`src/rtl/alu_arb_pkg.sv`:
```
// Shared types and constants for the two-requester ALU arbiter.
// State encoding, multu control code and default widths live here.
package alu_arb_pkg;

    localparam int DATA_W_DEF = 32;
    localparam int CTRL_W_DEF = 6;

    localparam logic [5:0] CTRL_MULTU = 6'h13;

    typedef enum logic [1:0] {
        ST_IDLE = 2'd0,
        ST_EXEC = 2'd1,
        ST_RESP = 2'd2
    } state_e;

endpackage

```
`src/rtl/alu_arbiter_if.sv`:
```
// Bus bundle between the requesters, the arbiter and the external ALU.
// slave = arbiter side, master = requesters plus ALU side.
interface alu_arbiter_if
    import alu_arb_pkg::*;
#(
    parameter int DATA_W = DATA_W_DEF,
    parameter int CTRL_W = CTRL_W_DEF
);

    // Handshake rule: a request (or response) transfers on a rising edge where
    // its valid and ready are both high; the sender holds valid and payload
    // stable until that edge, and ready seen while valid is low has no effect.
    logic              req0_valid, req0_ready;
    logic [CTRL_W-1:0] req0_ctrl;
    logic [DATA_W-1:0] req0_a, req0_b;

    logic              req1_valid, req1_ready;
    logic [CTRL_W-1:0] req1_ctrl;
    logic [DATA_W-1:0] req1_a, req1_b;

    logic [CTRL_W-1:0] alu_ctrl;
    logic [DATA_W-1:0] alu_a, alu_b;
    logic [DATA_W-1:0] alu_r, alu_r2;
    logic              alu_z;

    logic              rsp0_valid, rsp0_ready;
    logic              rsp1_valid, rsp1_ready;
    logic [DATA_W-1:0] rsp_r, rsp_r2;
    logic              rsp_z;

    modport slave (
        input  req0_valid, req0_ctrl, req0_a, req0_b,
        input  req1_valid, req1_ctrl, req1_a, req1_b,
        output req0_ready, req1_ready,
        output alu_ctrl, alu_a, alu_b,
        input  alu_r, alu_r2, alu_z,
        output rsp0_valid, rsp1_valid, rsp_r, rsp_r2, rsp_z,
        input  rsp0_ready, rsp1_ready
    );

    modport master (
        output req0_valid, req0_ctrl, req0_a, req0_b,
        output req1_valid, req1_ctrl, req1_a, req1_b,
        input  req0_ready, req1_ready,
        input  alu_ctrl, alu_a, alu_b,
        output alu_r, alu_r2, alu_z,
        input  rsp0_valid, rsp1_valid, rsp_r, rsp_r2, rsp_z,
        output rsp0_ready, rsp1_ready
    );

endinterface

```
`src/rtl/alu_rr_pick.sv`:
```
// Two-way round-robin pick: a lone request wins; on a tie the requester
// that was not granted last wins. Grant is one-hot (or zero).
module alu_rr_pick (
    input  logic [1:0] req,
    input  logic       last,
    output logic [1:0] gnt
);

    always_comb begin
        gnt = 2'b00;
        case (req)
            2'b01:   gnt = 2'b01;
            2'b10:   gnt = 2'b10;
            2'b11:   gnt = last ? 2'b01 : 2'b10;
            default: gnt = 2'b00;
        endcase
    end

endmodule

```
`src/rtl/alu_arbiter.sv`:
```
// Arbitrates two requesters onto one shared external combinational ALU.
// Build option ALU_ARB_MULT2_EN: multu (CTRL_MULTU) spends two cycles in EXEC.
module alu_arbiter
    import alu_arb_pkg::*;
#(
    parameter int DATA_W = DATA_W_DEF,
    parameter int CTRL_W = CTRL_W_DEF
) (
    input  logic         clk,
    input  logic         rst,
    alu_arbiter_if.slave bus,
    output state_e       dbg_state
);

    state_e            state_q, state_d;
    logic              last_q, last_d;
    logic              gnt_id_q, gnt_id_d;
    logic [CTRL_W-1:0] ctrl_q, ctrl_d;
    logic [DATA_W-1:0] a_q, a_d, b_q, b_d;
    logic [DATA_W-1:0] rsp_r_q, rsp_r_d, rsp_r2_q, rsp_r2_d;
    logic              rsp_z_q, rsp_z_d;
    logic [1:0]        req_vec, pick;
    logic              exec_last;

    // Masking with rst keeps every ready low while reset is held.
    assign req_vec = {bus.req1_valid, bus.req0_valid} & {2{rst}};

    alu_rr_pick u_pick (
        .req  (req_vec),
        .last (last_q),
        .gnt  (pick)
    );

`ifdef ALU_ARB_MULT2_EN
    logic ext_q, ext_d;
    assign exec_last = (ctrl_q != CTRL_W'(CTRL_MULTU)) || ext_q;
`else
    assign exec_last = 1'b1;
`endif

    always_comb begin
        state_d        = state_q;
        last_d         = last_q;
        gnt_id_d       = gnt_id_q;
        ctrl_d         = ctrl_q;
        a_d            = a_q;
        b_d            = b_q;
        rsp_r_d        = rsp_r_q;
        rsp_r2_d       = rsp_r2_q;
        rsp_z_d        = rsp_z_q;
`ifdef ALU_ARB_MULT2_EN
        ext_d          = 1'b0;
`endif
        bus.req0_ready = 1'b0;
        bus.req1_ready = 1'b0;
        bus.rsp0_valid = 1'b0;
        bus.rsp1_valid = 1'b0;
        bus.alu_ctrl   = '0;
        bus.alu_a      = '0;
        bus.alu_b      = '0;

        case (state_q)
            ST_IDLE: begin
                if (pick != 2'b00) begin
                    bus.req0_ready = pick[0];
                    bus.req1_ready = pick[1];
                    gnt_id_d       = pick[1];
                    last_d         = pick[1];
                    ctrl_d         = pick[1] ? bus.req1_ctrl : bus.req0_ctrl;
                    a_d            = pick[1] ? bus.req1_a    : bus.req0_a;
                    b_d            = pick[1] ? bus.req1_b    : bus.req0_b;
                    state_d        = ST_EXEC;
                end
            end
            ST_EXEC: begin
                bus.alu_ctrl = ctrl_q;
                bus.alu_a    = a_q;
                bus.alu_b    = b_q;
                if (exec_last) begin
                    rsp_r_d  = bus.alu_r;
                    rsp_r2_d = bus.alu_r2;
                    rsp_z_d  = bus.alu_z;
                    state_d  = ST_RESP;
                end
`ifdef ALU_ARB_MULT2_EN
                ext_d = ~exec_last;
`endif
            end
            ST_RESP: begin
                bus.rsp0_valid = ~gnt_id_q;
                bus.rsp1_valid = gnt_id_q;
                if (gnt_id_q ? bus.rsp1_ready : bus.rsp0_ready) begin
                    state_d = ST_IDLE;
                end
            end
            default: state_d = ST_IDLE;
        endcase
    end

    // last_q resets to 1 so requester 0 wins the first tie.
    always_ff @(posedge clk or negedge rst) begin
        if (!rst) begin
            state_q  <= ST_IDLE;
            last_q   <= 1'b1;
            gnt_id_q <= 1'b0;
            ctrl_q   <= '0;
            a_q      <= '0;
            b_q      <= '0;
            rsp_r_q  <= '0;
            rsp_r2_q <= '0;
            rsp_z_q  <= 1'b0;
        end else begin
            state_q  <= state_d;
            last_q   <= last_d;
            gnt_id_q <= gnt_id_d;
            ctrl_q   <= ctrl_d;
            a_q      <= a_d;
            b_q      <= b_d;
            rsp_r_q  <= rsp_r_d;
            rsp_r2_q <= rsp_r2_d;
            rsp_z_q  <= rsp_z_d;
        end
    end

`ifdef ALU_ARB_MULT2_EN
    always_ff @(posedge clk or negedge rst) begin
        if (!rst) ext_q <= 1'b0;
        else      ext_q <= ext_d;
    end
`endif

    assign bus.rsp_r  = rsp_r_q;
    assign bus.rsp_r2 = rsp_r2_q;
    assign bus.rsp_z  = rsp_z_q;
    assign dbg_state  = state_q;

endmodule

```
`src/flat_wrapper.sv`:
```
// flat-port wrapper written by rule: the top's interface ports become plain ports
module alu_arbiter_flat import alu_arb_pkg::*;
#(
    parameter int DATA_W = DATA_W_DEF,
    parameter int CTRL_W = CTRL_W_DEF
)
  (clk, rst, dbg_state, bus_req0_valid, bus_req0_ctrl, bus_req0_a, bus_req0_b, bus_req1_valid, bus_req1_ctrl, bus_req1_a, bus_req1_b, bus_req0_ready, bus_req1_ready, bus_alu_ctrl, bus_alu_a, bus_alu_b, bus_alu_r, bus_alu_r2, bus_alu_z, bus_rsp0_valid, bus_rsp1_valid, bus_rsp_r, bus_rsp_r2, bus_rsp_z, bus_rsp0_ready, bus_rsp1_ready);
  alu_arbiter_if #(.DATA_W(DATA_W), .CTRL_W(CTRL_W)) bus_i ();
  input  logic clk;
  input  logic rst;
  output state_e dbg_state;
  input wire logic [$bits(bus_i.req0_valid)-1:0] bus_req0_valid;
  input wire logic [$bits(bus_i.req0_ctrl)-1:0] bus_req0_ctrl;
  input wire logic [$bits(bus_i.req0_a)-1:0] bus_req0_a;
  input wire logic [$bits(bus_i.req0_b)-1:0] bus_req0_b;
  input wire logic [$bits(bus_i.req1_valid)-1:0] bus_req1_valid;
  input wire logic [$bits(bus_i.req1_ctrl)-1:0] bus_req1_ctrl;
  input wire logic [$bits(bus_i.req1_a)-1:0] bus_req1_a;
  input wire logic [$bits(bus_i.req1_b)-1:0] bus_req1_b;
  output wire logic [$bits(bus_i.req0_ready)-1:0] bus_req0_ready;
  output wire logic [$bits(bus_i.req1_ready)-1:0] bus_req1_ready;
  output wire logic [$bits(bus_i.alu_ctrl)-1:0] bus_alu_ctrl;
  output wire logic [$bits(bus_i.alu_a)-1:0] bus_alu_a;
  output wire logic [$bits(bus_i.alu_b)-1:0] bus_alu_b;
  input wire logic [$bits(bus_i.alu_r)-1:0] bus_alu_r;
  input wire logic [$bits(bus_i.alu_r2)-1:0] bus_alu_r2;
  input wire logic [$bits(bus_i.alu_z)-1:0] bus_alu_z;
  output wire logic [$bits(bus_i.rsp0_valid)-1:0] bus_rsp0_valid;
  output wire logic [$bits(bus_i.rsp1_valid)-1:0] bus_rsp1_valid;
  output wire logic [$bits(bus_i.rsp_r)-1:0] bus_rsp_r;
  output wire logic [$bits(bus_i.rsp_r2)-1:0] bus_rsp_r2;
  output wire logic [$bits(bus_i.rsp_z)-1:0] bus_rsp_z;
  input wire logic [$bits(bus_i.rsp0_ready)-1:0] bus_rsp0_ready;
  input wire logic [$bits(bus_i.rsp1_ready)-1:0] bus_rsp1_ready;
  assign bus_i.req0_valid = bus_req0_valid;
  assign bus_i.req0_ctrl = bus_req0_ctrl;
  assign bus_i.req0_a = bus_req0_a;
  assign bus_i.req0_b = bus_req0_b;
  assign bus_i.req1_valid = bus_req1_valid;
  assign bus_i.req1_ctrl = bus_req1_ctrl;
  assign bus_i.req1_a = bus_req1_a;
  assign bus_i.req1_b = bus_req1_b;
  assign bus_req0_ready = bus_i.req0_ready;
  assign bus_req1_ready = bus_i.req1_ready;
  assign bus_alu_ctrl = bus_i.alu_ctrl;
  assign bus_alu_a = bus_i.alu_a;
  assign bus_alu_b = bus_i.alu_b;
  assign bus_i.alu_r = bus_alu_r;
  assign bus_i.alu_r2 = bus_alu_r2;
  assign bus_i.alu_z = bus_alu_z;
  assign bus_rsp0_valid = bus_i.rsp0_valid;
  assign bus_rsp1_valid = bus_i.rsp1_valid;
  assign bus_rsp_r = bus_i.rsp_r;
  assign bus_rsp_r2 = bus_i.rsp_r2;
  assign bus_rsp_z = bus_i.rsp_z;
  assign bus_i.rsp0_ready = bus_rsp0_ready;
  assign bus_i.rsp1_ready = bus_rsp1_ready;
  alu_arbiter #(.DATA_W(DATA_W), .CTRL_W(CTRL_W)) u_core (.clk(clk), .rst(rst), .bus(bus_i), .dbg_state(dbg_state));
endmodule
```
`config.mk`:
```
export PLATFORM = sky130hd
export DESIGN_NAME = alu_arbiter_flat
export DESIGN_NICKNAME = d
export VERILOG_FILES = /design/src/rtl/alu_arb_pkg.sv /design/src/rtl/alu_arbiter_if.sv /design/src/rtl/alu_rr_pick.sv /design/src/rtl/alu_arbiter.sv /design/src/flat_wrapper.sv
export SDC_FILE = /design/constraint.sdc
export NUM_CORES = 1
export LEC_CHECK = 0
export BUFFER_PORTS_ARGS = -buffer_cell sky130_fd_sc_hd__buf_2
export CAP_MARGIN = 10
export CORE_MARGIN = 1.5
export CORE_UTILIZATION = 40
export DETAILED_ROUTE_END_ITERATION = 7
export PLACE_DENSITY_LB_ADDON = 0.15
export REMOVE_ABC_BUFFERS = 1
export SKIP_LAST_GASP = 1
export SLEW_MARGIN = 0
export SYNTH_ARGS = -nofsm -noshare
export SYNTH_HDL_FRONTEND = slang
export SYNTH_SLANG_ARGS = --single-unit
```
`constraint.sdc`:
```
create_clock -name clk -period 4.3 [get_ports clk]
set_clock_uncertainty 0.05 [all_clocks]
set_input_delay 0.86 -clock clk [delete_from_list [all_inputs] [get_ports clk]]
set_output_delay 0.86 -clock clk [all_outputs]
set_load 0.02 [all_outputs]
```
After elaboration in Yosys (flattened, before gate mapping)

Cells that the tools add are included.

Output and inout bits: 141
Input bits: 211
Word-level logic and storage cells: 40
Register bits after elaboration: 139

Eq/ne operators: 7
Mux-type cells: 18
Bitwise logic cells: 2
Reduce and logical (&&, ||, !) cells: 4

Operator list:

| cell                                                             | count |
|---|---|
| 32-bit two-way mux                                               | 4 |
| 6-bit two-way mux                                                | 2 |
| 2-bit case mux with 3 select lines                               | 2 |
| 1-bit two-way mux                                                | 7 |
| 2-bit == test (second input constant)                            | 3 |
| 2-bit two-way mux                                                | 3 |
| 2-bit by 1-bit == test with 1-bit output (second input constant) | 2 |
| 2-bit by 1-bit != test with 1-bit output (second input constant) | 2 |
| 2-bit AND reduction                                              | 2 |
| 2-bit bitwise AND                                                | 1 |
| 2-bit zero test                                                  | 1 |
| 2-bit nonzero test                                               | 1 |
| 1-bit inverter                                                   | 1 |

Logic depth before layout (Yosys ltp)

Gate-level depths: netlist of the first run.

Word-level depth: 6
Depth in mapped cells: 6
Gate-level depth less buffers: 3

Modules after synthesis

A second synthesis of the first run with hierarchy kept.

Cell total of the unflattened synthesis: 602
Area total of the unflattened synthesis: 6894.1 um^2

By module, submodules not included:

| module      | area an instance (um^2) | times used | cells an instance | seq. area each (um^2) |
|---|---|---|---|---|
| alu_arbiter | 6875.3                  | 1          | 599               | 3479.6 |
| alu_rr_pick | 18.8                    | 1          | 3                 | 0.0 |

Worst setup path before layout of the first run

Ideal clock, no wire load.

Path type: input to output
From: in rst
To: out bus_req1_ready
Path slack: 1.567 ns
Required time: 3.390 ns
Arrival time: 1.823 ns
Buffers on the path: 2
Stages: 4
Cell sequence: nand2_1 buf_2 buf_2 nor4_2

Word-level cells in the longest chain between the ends: 6
Elaborated cells between the ends (all ways): 8
Those cells by class: eq/ne (3); mux (3); bitwise (1); reduce/logical (1)

RTL lines:

| element                                                                   | RTL line           | text |
|---|---|---|
| from (decl)                                                               | flat_wrapper.sv:10 | `input logic rst;` |
| 2-bit bitwise AND (*)                                                     | alu_arbiter.sv:26  | `assign req_vec = {bus.req1_valid, bus.req0_valid} & {2{rst}};` |
| 2-bit == test or 2-bit by 1-bit == test with 1-bit output (tied branches) | alu_rr_pick.sv:11  | `case (req)` |
| 2-bit case mux with 3 select lines (*)                                    | alu_rr_pick.sv:11  |  |
| 2-bit nonzero test                                                        | alu_arbiter.sv:64  | `if (pick != 2'b00) begin` |
| 1-bit two-way mux (*)                                                     | alu_arbiter.sv:64  |  |
| 1-bit two-way mux (*)                                                     | alu_arbiter.sv:62  | `case (state_q)` |
| to (decl)                                                                 | flat_wrapper.sv:21 | `output wire logic [$bits(bus_i.req1_ready)-1:0] bus_req1_ready;` |

Every way passes the cells marked *; elsewhere a longest branch is shown, timed or not.

Worst setup path after layout of the first run

From: reg u_core.state_q[0], in the netlist u_core.dbg_state[0]
To: out bus_alu_a[16]

Word-level cells in the longest chain between the ends: 2

RTL lines:

| element                                  | RTL line           | text |
|---|---|---|
| from (decl)                              | alu_arbiter.sv:15  | `state_e state_q, state_d;` |
| from (signal assigned)                   | alu_arbiter.sv:113 | `state_q <= state_d;` |
| 2-bit by 1-bit == test with 1-bit output | alu_arbiter.sv:62  |  |
| 32-bit two-way mux                       | alu_arbiter.sv:62  |  |
| to (decl)                                | flat_wrapper.sv:23 | `output wire logic [$bits(bus_i.alu_a)-1:0] bus_alu_a;` |

Every way passes these cells.

==> flow_metrics.py, run 1 <==
metrics = {
    "run_status": {
        "status": "completed",
    },
    "place": {
        "post-place-ws_ns": 1.22,
        "gp_congestion": 0.800,
        "placed_cell_area_sq_um": 8820,
        "place.port_buffers": 351,
        "hpwl_microns": 14600,
    },
    "cells_and_area": {
        "drive_above_1_share_pct": 38.7,
        "utilization_pct": 55.0,
        "final_common_cell": "buf_2",
        "fin_nets": 1295,
        "area_growth_pct": 34.9,
        "fin_area_sq_um": 9450,
        "final_cell_mix": "buf_2 (350), nand2_1 (195), dfrtp_1 (138)",
    },
    "die": {
        "top_level_ports": 352,
        "fp.dieH_microns": 135,
        "initial_core_util_pct": 40.8,
        "die_w_microns": 135,
        "dieArea_sq_um": 18300,
        "num_rows": 48,
        "core_sq_um": 17200,
    },
    "logic_synthesis": {
        "synth_area_per_cell_sq_um": 8.98,
        "yosysWarnings": 0,
        "synth_seq_area_share_pct": 49.7,
        "postSynthCellCount": 780,
        "ys_types": 25,
        "syn_area_sq_um": 7000,
        "ys_ff_latch": 139,
    },
    "clock_network": {
        "cts.sinks": 139,
        "cts_buffers": 17,
        "clk_pin_slew_ns": 0.06,
        "cts_resized": 0,
        "clock_path_buffers": 2,
        "cts_tree": "yes",
        "htree_num_levels": 4,
        "post_cts_buffers": 0,
        "postCtsHoldBufs": 0,
        "clock_latency_ns": 0.42,
        "clock-root-buffer": "clkbuf_16",
    },
    "critical_path": {
        "cp.required_ns": 3.39,
        "critPathTopFamily": "simple AND/OR/NAND/NOR gates",
        "worstSetupEndpointType": "output port",
        "path_class": "flop to output port",
        "path_cells": "nor2b_4 -> buf_12 -> and2_1 -> buf_2",
        "crit_fanout": 60,
        "worstSetupStartpointType": "flop",
        "max_stage_delay_ns": 0.76,
        "crit_arrival_ns": 2.35,
        "path_buf_inv": 2,
        "cpMaxStageDelayCell": "nor2b_4",
    },
    "detailed_routing": {
        "drtIter0Drc": 342,
        "viasPerCell": 5.00,
        "ant_nets": 0,
        "routedWlPerCell_microns": 16.0,
        "first_pass_iters": 4,
        "vias": 6633,
        "drt-total-wl_microns": 21300,
        "remaining_drc_errors": 0,
    },
    "pwr": {
        "p_total_uw": 6390,
        "power.leakage_uw": 0.00480,
        "irDropWorstVdd_v": 0.000327,
        "power_density_nw_per_um2": 677,
    },
    "timing": {
        "rsz0062_at_grt": "no",
        "slew-limit-headroom_pct": 27.8,
        "fmax_ghz": 0.307,
        "min_period_ns": 3.26,
        "hold_viol": 0,
        "setup_viol": 0,
        "post-route-period-util_pct": 75.8,
        "setup_slack_ns": 1.04,
        "tightest_slew_ns": 1.08,
        "final_max_slew_viol_count": 0,
    },
    "job": {
        "cap_violations": 0,
    },
    "global_route": {
        "grt_max_degree": 141,
        "grt_use_total_pct": 22.9,
        "grt_pass1_vias": 6133,
        "antenna_found_initial": 8,
        "grt_pass1_wl_microns": 32400,
        "overflow": 0,
    },
    "worst_hold_path": {
        "hold_path.class": "input pin to asynchronous set/reset pin",
    },
}
[flip-flops by register name, indices dropped and copies added (netlist names)]
name / flops
u_core.last_q: 1
u_core.ctrl_q: 6
u_core.bus.rsp_z: 1
u_core.bus.rsp_r2: 32
u_core.a_q: 32
u_core.bus.rsp_r: 32
u_core.dbg_state: 2
u_core.gnt_id_q: 1
u_core.b_q: 32
[synthesized netlist by cell type, drive strengths merged]
cell type / number / area (sq um)
mux2: 1 / 11.3
nor2: 2 / 7.51
o21ai: 71 / 355
nand2b: 3 / 18.8
or3b: 70 / 613
nand3: 1 / 5.00
inv: 2 / 7.51
nand2: 196 / 736
a21o: 2 / 15.0
clkbuf: 50 / 188
a21oi: 70 / 350
and2: 72 / 453
nor3b: 1 / 7.51
nor4: 1 / 12.5
buf: 27 / 169
a31oi: 70 / 563
or2: 1 / 6.26
dfstp: 1 / 26.3
nor2b: 1 / 6.26
dfrtp: 138 / 3450
[cell type report]
class / count / area [sq um]
Timing Repair Buffer: 362 / 1870
Multi-Input combinational cell: 562 / 3180
Tap cell: 225 / 282
Clock buffer: 19 / 453
Sequential cell: 139 / 3480
Antenna cell: 5 / 12.5
Fill cell: 1645 / 7730
Inverter: 2 / 7.51
Clock inverter: 13 / 156
[worst paths after layout]
path | from | to | slack (ns) | cells past startpoint
max | u_core.dbg_state[0] | bus_alu_a[16] | 1.04 | 4
min | rst | u_core.b_q[3] | 0.28 | 1
max reg2reg | u_core.dbg_state[1] | u_core.b_q[14] | 2.00 | 5
min reg2reg | u_core.bus.rsp_r2[8] | u_core.bus.rsp_r2[8] | 0.42 | 2
max in group asynchronous | rst | u_core.a_q[31] | 2.87 | 2
min in group clk | u_core.bus.rsp_r2[8] | u_core.bus.rsp_r2[8] | 0.42 | 2
[layer usage]
metal	up-vias	global-route usage, %	share of wire (%)
li1	3275	-	-
met1	3081	28.1	42
met2	237	37.9	49
met3	34	6.62	7.6
met4	6	9.56	1.8
met5	-	0	0.20
[stage by stage]
step | TNS, ns | instances | hold WS (ns)
floorplan | -273.78 | 703 | 0.448
global placement | 0 | 1290 | 0.403
detailed placement | 0 | 1290 | 0.406
CTS | 0 | 1322 | 0.293
global route | 0 | 1326 | 0.294
finish | 0 | 1327 | 0.283
[kinds of logic after synthesis]
family,after synthesis,share of synthesized area (%)
AO/OA/AOI/OAI,213,18.3
buffers and inverters,79,5.20
flip-flops,139,49.7
multiplexers,1,0.161
AND/OR/NAND/NOR,348,26.6
[where the power goes]
part | internal (uW) | switching, uW | total, uW
Combinational | 925 | 1670 | 2590
Sequential | 1940 | 351 | 2290
Clock | 902 | 607 | 1510
Total | 3770 | 2630 | 6390
Power figures use the tool's default switching activity.
==> run 2: changes to the inputs <==
==> constraint.sdc (replaced) <==
create_clock -name clk -period 2.9 [get_ports clk]
set_clock_uncertainty 0.05 [all_clocks]
set_input_delay 0.58 -clock clk [delete_from_list [all_inputs] [get_ports clk]]
set_output_delay 0.58 -clock clk [all_outputs]
set_load 0.02 [all_outputs]
==> flow_metrics.py, run 2 (same netlist as run 1, synthesis figures left out) <==
metrics = {
    "worst_hold_path": {
        "hold_path.class": "input pin to flop",
    },
    "cells_and_area": {
        "layout.cells.non_filler": 1329,
        "final_common_cell": "buf_2",
        "area_growth_pct": 35.6,
        "fin_nets": 1297,
        "final_cell_mix": "buf_2 (350), nand2_1 (195), dfrtp_1 (138)",
        "drive_above_1_share_pct": 38.6,
        "utilization_pct": 55.3,
        "fin_area_sq_um": 9500,
    },
    "job": {
        "cap_violations": 0,
    },
    "timing": {
        "min_period_ns": 2.75,
        "post-route-period-util_pct": 94.8,
        "hold_viol": 0,
        "slew-limit-headroom_pct": 45.4,
        "tightest_slew_ns": 0.819,
        "rsz0062_at_grt": "no",
        "fmax_ghz": 0.364,
        "setup_viol": 0,
        "final_max_slew_viol_count": 0,
    },
    "die": {
        "dieArea_sq_um": 18300,
        "fp.dieH_microns": 135,
        "top_level_ports": 352,
        "core_sq_um": 17200,
        "initial_core_util_pct": 40.8,
        "num_rows": 48,
        "die_w_microns": 135,
    },
    "critical_path": {
        "worstSetupEndpointType": "output port",
        "crit_end": "bus_req0_ready",
        "cp.required_ns": 2.27,
        "r2r_cells": 4,
        "path_class": "input pin to output port",
        "crit_arrival_ns": 2.12,
        "worstSetupStartpointType": "input pin",
        "crit_start": "rst",
        "crit_fanout": 13,
        "rrSetupSlack_ns": 0.93,
        "r2r_start": "u_core.dbg_state[1]",
        "regToRegEndpoint": "u_core.a_q[10]",
    },
    "detailed_routing": {
        "first_pass_iters": 6,
        "routedWlPerCell_microns": 16.2,
        "drtIter0Drc": 345,
        "vias": 6623,
        "ant_nets": 0,
        "viasPerCell": 4.98,
        "drt-total-wl_microns": 21500,
        "remaining_drc_errors": 0,
    },
    "clock_network": {
        "clock-root-buffer": "clkbuf_16",
        "cts.sinks": 139,
        "clk_pin_slew_ns": 0.06,
        "clock_path_buffers": 2,
        "cts_resized": 0,
        "clock_latency_ns": 0.41,
        "cts_buffers": 17,
        "htree_num_levels": 4,
        "cts_tree": "yes",
    },
    "global_route": {
        "grt_pass1_wl_microns": 32700,
        "grt_use_total_pct": 23.2,
        "overflow": 0,
        "antenna_found_initial": 6,
        "grt_pass1_vias": 6189,
        "grt_max_degree": 141,
    },
    "place": {
        "dp_cells": 1291,
        "hpwl_microns": 14500,
        "placed_cell_area_sq_um": 8870,
        "gp_congestion": 0.781,
        "place.port_buffers": 351,
    },
    "pwr": {
        "power.leakage_uw": 0.00481,
        "switching_share_pct": 40.4,
        "power_frac_comb_pct": 41.1,
        "cell_internal_pwr_uw": 5660,
        "clock_power_share_pct": 23.5,
        "seq_power_share_pct": 35.3,
        "irDropWorstVdd_v": 0.000472,
        "switchingPower_uw": 3830,
        "power_density_nw_per_um2": 999,
    },
    "run_status": {
        "status": "completed",
    },
}
[run 2: what timing repair did]
| action | in CTS | in global routing |
|---|---|---|
| setup buffers | 0 | 0 |
| hold buffers | 1 | 0 |
| endpoints found under the hold margin | 10 | 0 |
| setup endpoints to repair | 0 | 0 |
[run 2: per-layer routing]
metal | part of all wire, % | GRT usage (%) | routed length, microns | vias up
met2 | 49 | 39.2 | 10600 | 236
met5 | 0.14 | 0 | 30 | -
li1 | - | - | - | 3293
met1 | 41 | 27.9 | 8730 | 3066
met4 | 1.5 | 7.89 | 330 | 4
met3 | 8.2 | 7.63 | 1760 | 24
[run 2: how the worst min path moves through the flow]
stage,from,to,slack [ns],depth (start not counted)
2_1_floorplan,rst,u_core.a_q[0],0.23,0
3_3_place_gp,rst,u_core.dbg_state[0],0.37,1
3_5_place_dp,rst,u_core.dbg_state[0],0.37,1
4_1_cts,bus_alu_r2[26],u_core.bus.rsp_r2[26],0.28,3
5_1_grt,bus_alu_r[15],u_core.bus.rsp_r[15],0.29,3
6_report,bus_alu_r[15],u_core.bus.rsp_r[15],0.30,3
[run 2: power by group through the flow]
stage,sequential [uW],combinational (uW),clock (uW)
after floorplan,3850,1970,0
after global placement,3350,3920,0
after detailed placement,3380,3950,0
after CTS,3350,3960,2290
after global routing,3460,4300,2380
final,3350,3900,2230
[run 2: final cells by class]
class | instances | area, sq um
fill | 1655 | 7680
sequential | 139 | 3480
inverter | 2 | 7.51
timing repair buffer | 364 | 1930
antenna | 5 | 12.5
multi-input combinational | 562 | 3180
clock inverter | 13 | 166
tap | 225 | 282
clock buffer | 19 | 443
[run 2: stage by stage]
step	setup TNS (ns)	setup WS [ns]	hold slack, ns	power, uW
floorplan	-526.95	-3.64	0.234	5820
global placement	0	0.706	0.373	7270
detailed placement	0	0.653	0.373	7320
CTS	0	0.146	0.278	9600
global route	0	0.0745	0.285	10100
finish	0	0.150	0.303	9490
[run 2: critical path, cell delays in order]
cell	delay, ns
dlygate4sd3_1	0.55
buf_6	0.20
nor3b_2	0.34
nand3_1	0.19
inv_1	0.09
buf_2	0.16
==> run 3: changes to the inputs <==
--- a/config.mk
+++ b/config.mk
@@ -10,10 +10,9 @@
 export CORE_MARGIN = 1.5
 export CORE_UTILIZATION = 40
 export DETAILED_ROUTE_END_ITERATION = 7
-export PLACE_DENSITY_LB_ADDON = 0.15
+export PLACE_DENSITY = 0.74
 export REMOVE_ABC_BUFFERS = 1
 export SKIP_LAST_GASP = 1
-export SLEW_MARGIN = 0
 export SYNTH_ARGS = -nofsm -noshare
 export SYNTH_HDL_FRONTEND = slang
 export SYNTH_SLANG_ARGS = --single-unit
==> flow_metrics.py, run 3 (same netlist as run 1, synthesis figures left out) <==
metrics = {
    "die": {
        "die_w_microns": 135,
        "core_sq_um": 17200,
        "top_level_ports": 352,
        "fp.dieH_microns": 135,
        "dieArea_sq_um": 18300,
        "initial_core_util_pct": 40.8,
        "num_rows": 48,
    },
    "detailed_routing": {
        "vias": 6692,
        "first_pass_iters": 5,
        "routedWlPerCell_microns": 16.1,
        "remaining_drc_errors": 0,
        "viasPerCell": 5.05,
        "drtIter0Drc": 313,
        "ant_nets": 0,
        "drt-total-wl_microns": 21400,
    },
    "job": {
        "cap_violations": 0,
    },
    "timing": {
        "final_max_slew_viol_count": 0,
        "hold_viol": 0,
        "tightest_slew_ns": 0.765,
        "post-route-period-util_pct": 92.3,
        "min_period_ns": 2.68,
        "fmax_ghz": 0.374,
        "rsz0062_at_grt": "no",
        "setup_viol": 0,
        "slew-limit-headroom_pct": 49.0,
    },
    "pwr": {
        "irDropWorstVdd_v": 0.000515,
        "power_density_nw_per_um2": 997,
        "power.leakage_uw": 0.00481,
        "p_total_uw": 9430,
    },
    "clock_network": {
        "clock-root-buffer": "clkbuf_16",
        "clock_latency_ns": 0.41,
        "cts.sinks": 139,
        "postCtsHoldBufs": 1,
        "cts_tree": "yes",
        "post_cts_buffers": 0,
        "cts_resized": 0,
        "clk_pin_slew_ns": 0.06,
        "cts_buffers": 17,
        "clock_path_buffers": 2,
        "htree_num_levels": 4,
    },
    "global_route": {
        "grt_pass1_wl_microns": 32700,
        "grt_use_total_pct": 22.9,
        "antenna_found_initial": 3,
        "grt_max_degree": 141,
        "grt_pass1_vias": 6315,
        "overflow": 0,
    },
    "worst_hold_path": {
        "hold_path.class": "input pin to flop",
        "hold_depth": 3,
    },
    "cells_and_area": {
        "final_cell_mix": "buf_2 (350), nand2_1 (195), dfrtp_1 (138)",
        "utilization_pct": 55.1,
        "register_area_sq_um": 3480,
        "final_common_cell": "buf_2",
        "area_growth_pct": 35.1,
        "diodes": 0,
        "multi_input_area_sq_um": 3190,
        "fill_cells": 1575,
        "fin_nets": 1299,
        "drive_above_1_share_pct": 38.7,
    },
    "critical_path": {
        "crit_arrival_ns": 2.05,
        "r2r_cells": 5,
        "worstSetupEndpointType": "output port",
        "path_class": "input pin to output port",
        "rrSetupSlack_ns": 0.84,
        "worstSetupStartpointType": "input pin",
        "cp.required_ns": 2.27,
        "crit_fanout": 27,
    },
    "place": {
        "place.port_buffers": 351,
        "hpwl_microns": 14600,
        "gp_congestion": 0.828,
    },
    "run_status": {
        "status": "completed",
    },
}
-- run 3: critical path, cell delays in order --
cell,delay [ns]
dlygate4sd3_1,0.54
buf_6,0.14
nand2_4,0.18
nor4_2,0.37
buf_2,0.23
-- run 3: layout make-up --
class	instances	area share, %
clock inverters	13	1.51
flip-flops and latches	139	36.8
multi-input cells	562	33.7
inverters	2	0.0793
well taps	225	2.97
clock buffers	18	4.64
repair buffers	366	20.4
-- run 3: final timing paths --
kind,start,to
max,rst,bus_req1_ready
min in group asynchronous,rst,u_core.dbg_state[0]
max reg2reg,u_core.dbg_state[1],u_core.b_q[27]
min reg2reg,u_core.bus.rsp_r[9],u_core.bus.rsp_r[9]
max in group asynchronous,rst,u_core.a_q[27]
min,bus_alu_r[24],u_core.bus.rsp_r[24]
-- run 3: metrics by stage --
| stage | TNS, ns | cells | setup slack [ns] | hold slack, ns | area, sq um |
|---|---|---|---|---|---|
| 2_1_floorplan | -526.95 | 703 | -3.64 | 0.234 | 6650 |
| 3_3_place_gp | 0 | 1293 | 0.769 | 0.329 | 8870 |
| 3_5_place_dp | 0 | 1293 | 0.685 | 0.330 | 8870 |
| 4_1_cts | 0 | 1325 | 0.213 | 0.293 | 9460 |
| 5_1_grt | 0 | 1325 | 0.101 | 0.299 | 9460 |
| 6_report | 0 | 1325 | 0.223 | 0.312 | 9460 |
-- run 3: power breakdown --
part | internal, uW | switching [uW] | leakage [uW] | total [uW]
Clock | 1290 | 863 | 0.000283 | 2150
Combinational | 1400 | 2510 | 0.00290 | 3900
Sequential | 2880 | 495 | 0.00162 | 3370
-- run 3: per-layer routing --
layer | routed length [microns] | track usage (%)
met5 | 45 | 0
met4 | 364 | 7.23
met3 | 1710 | 6.88
met2 | 10700 | 39.6
met1 | 8510 | 27.3
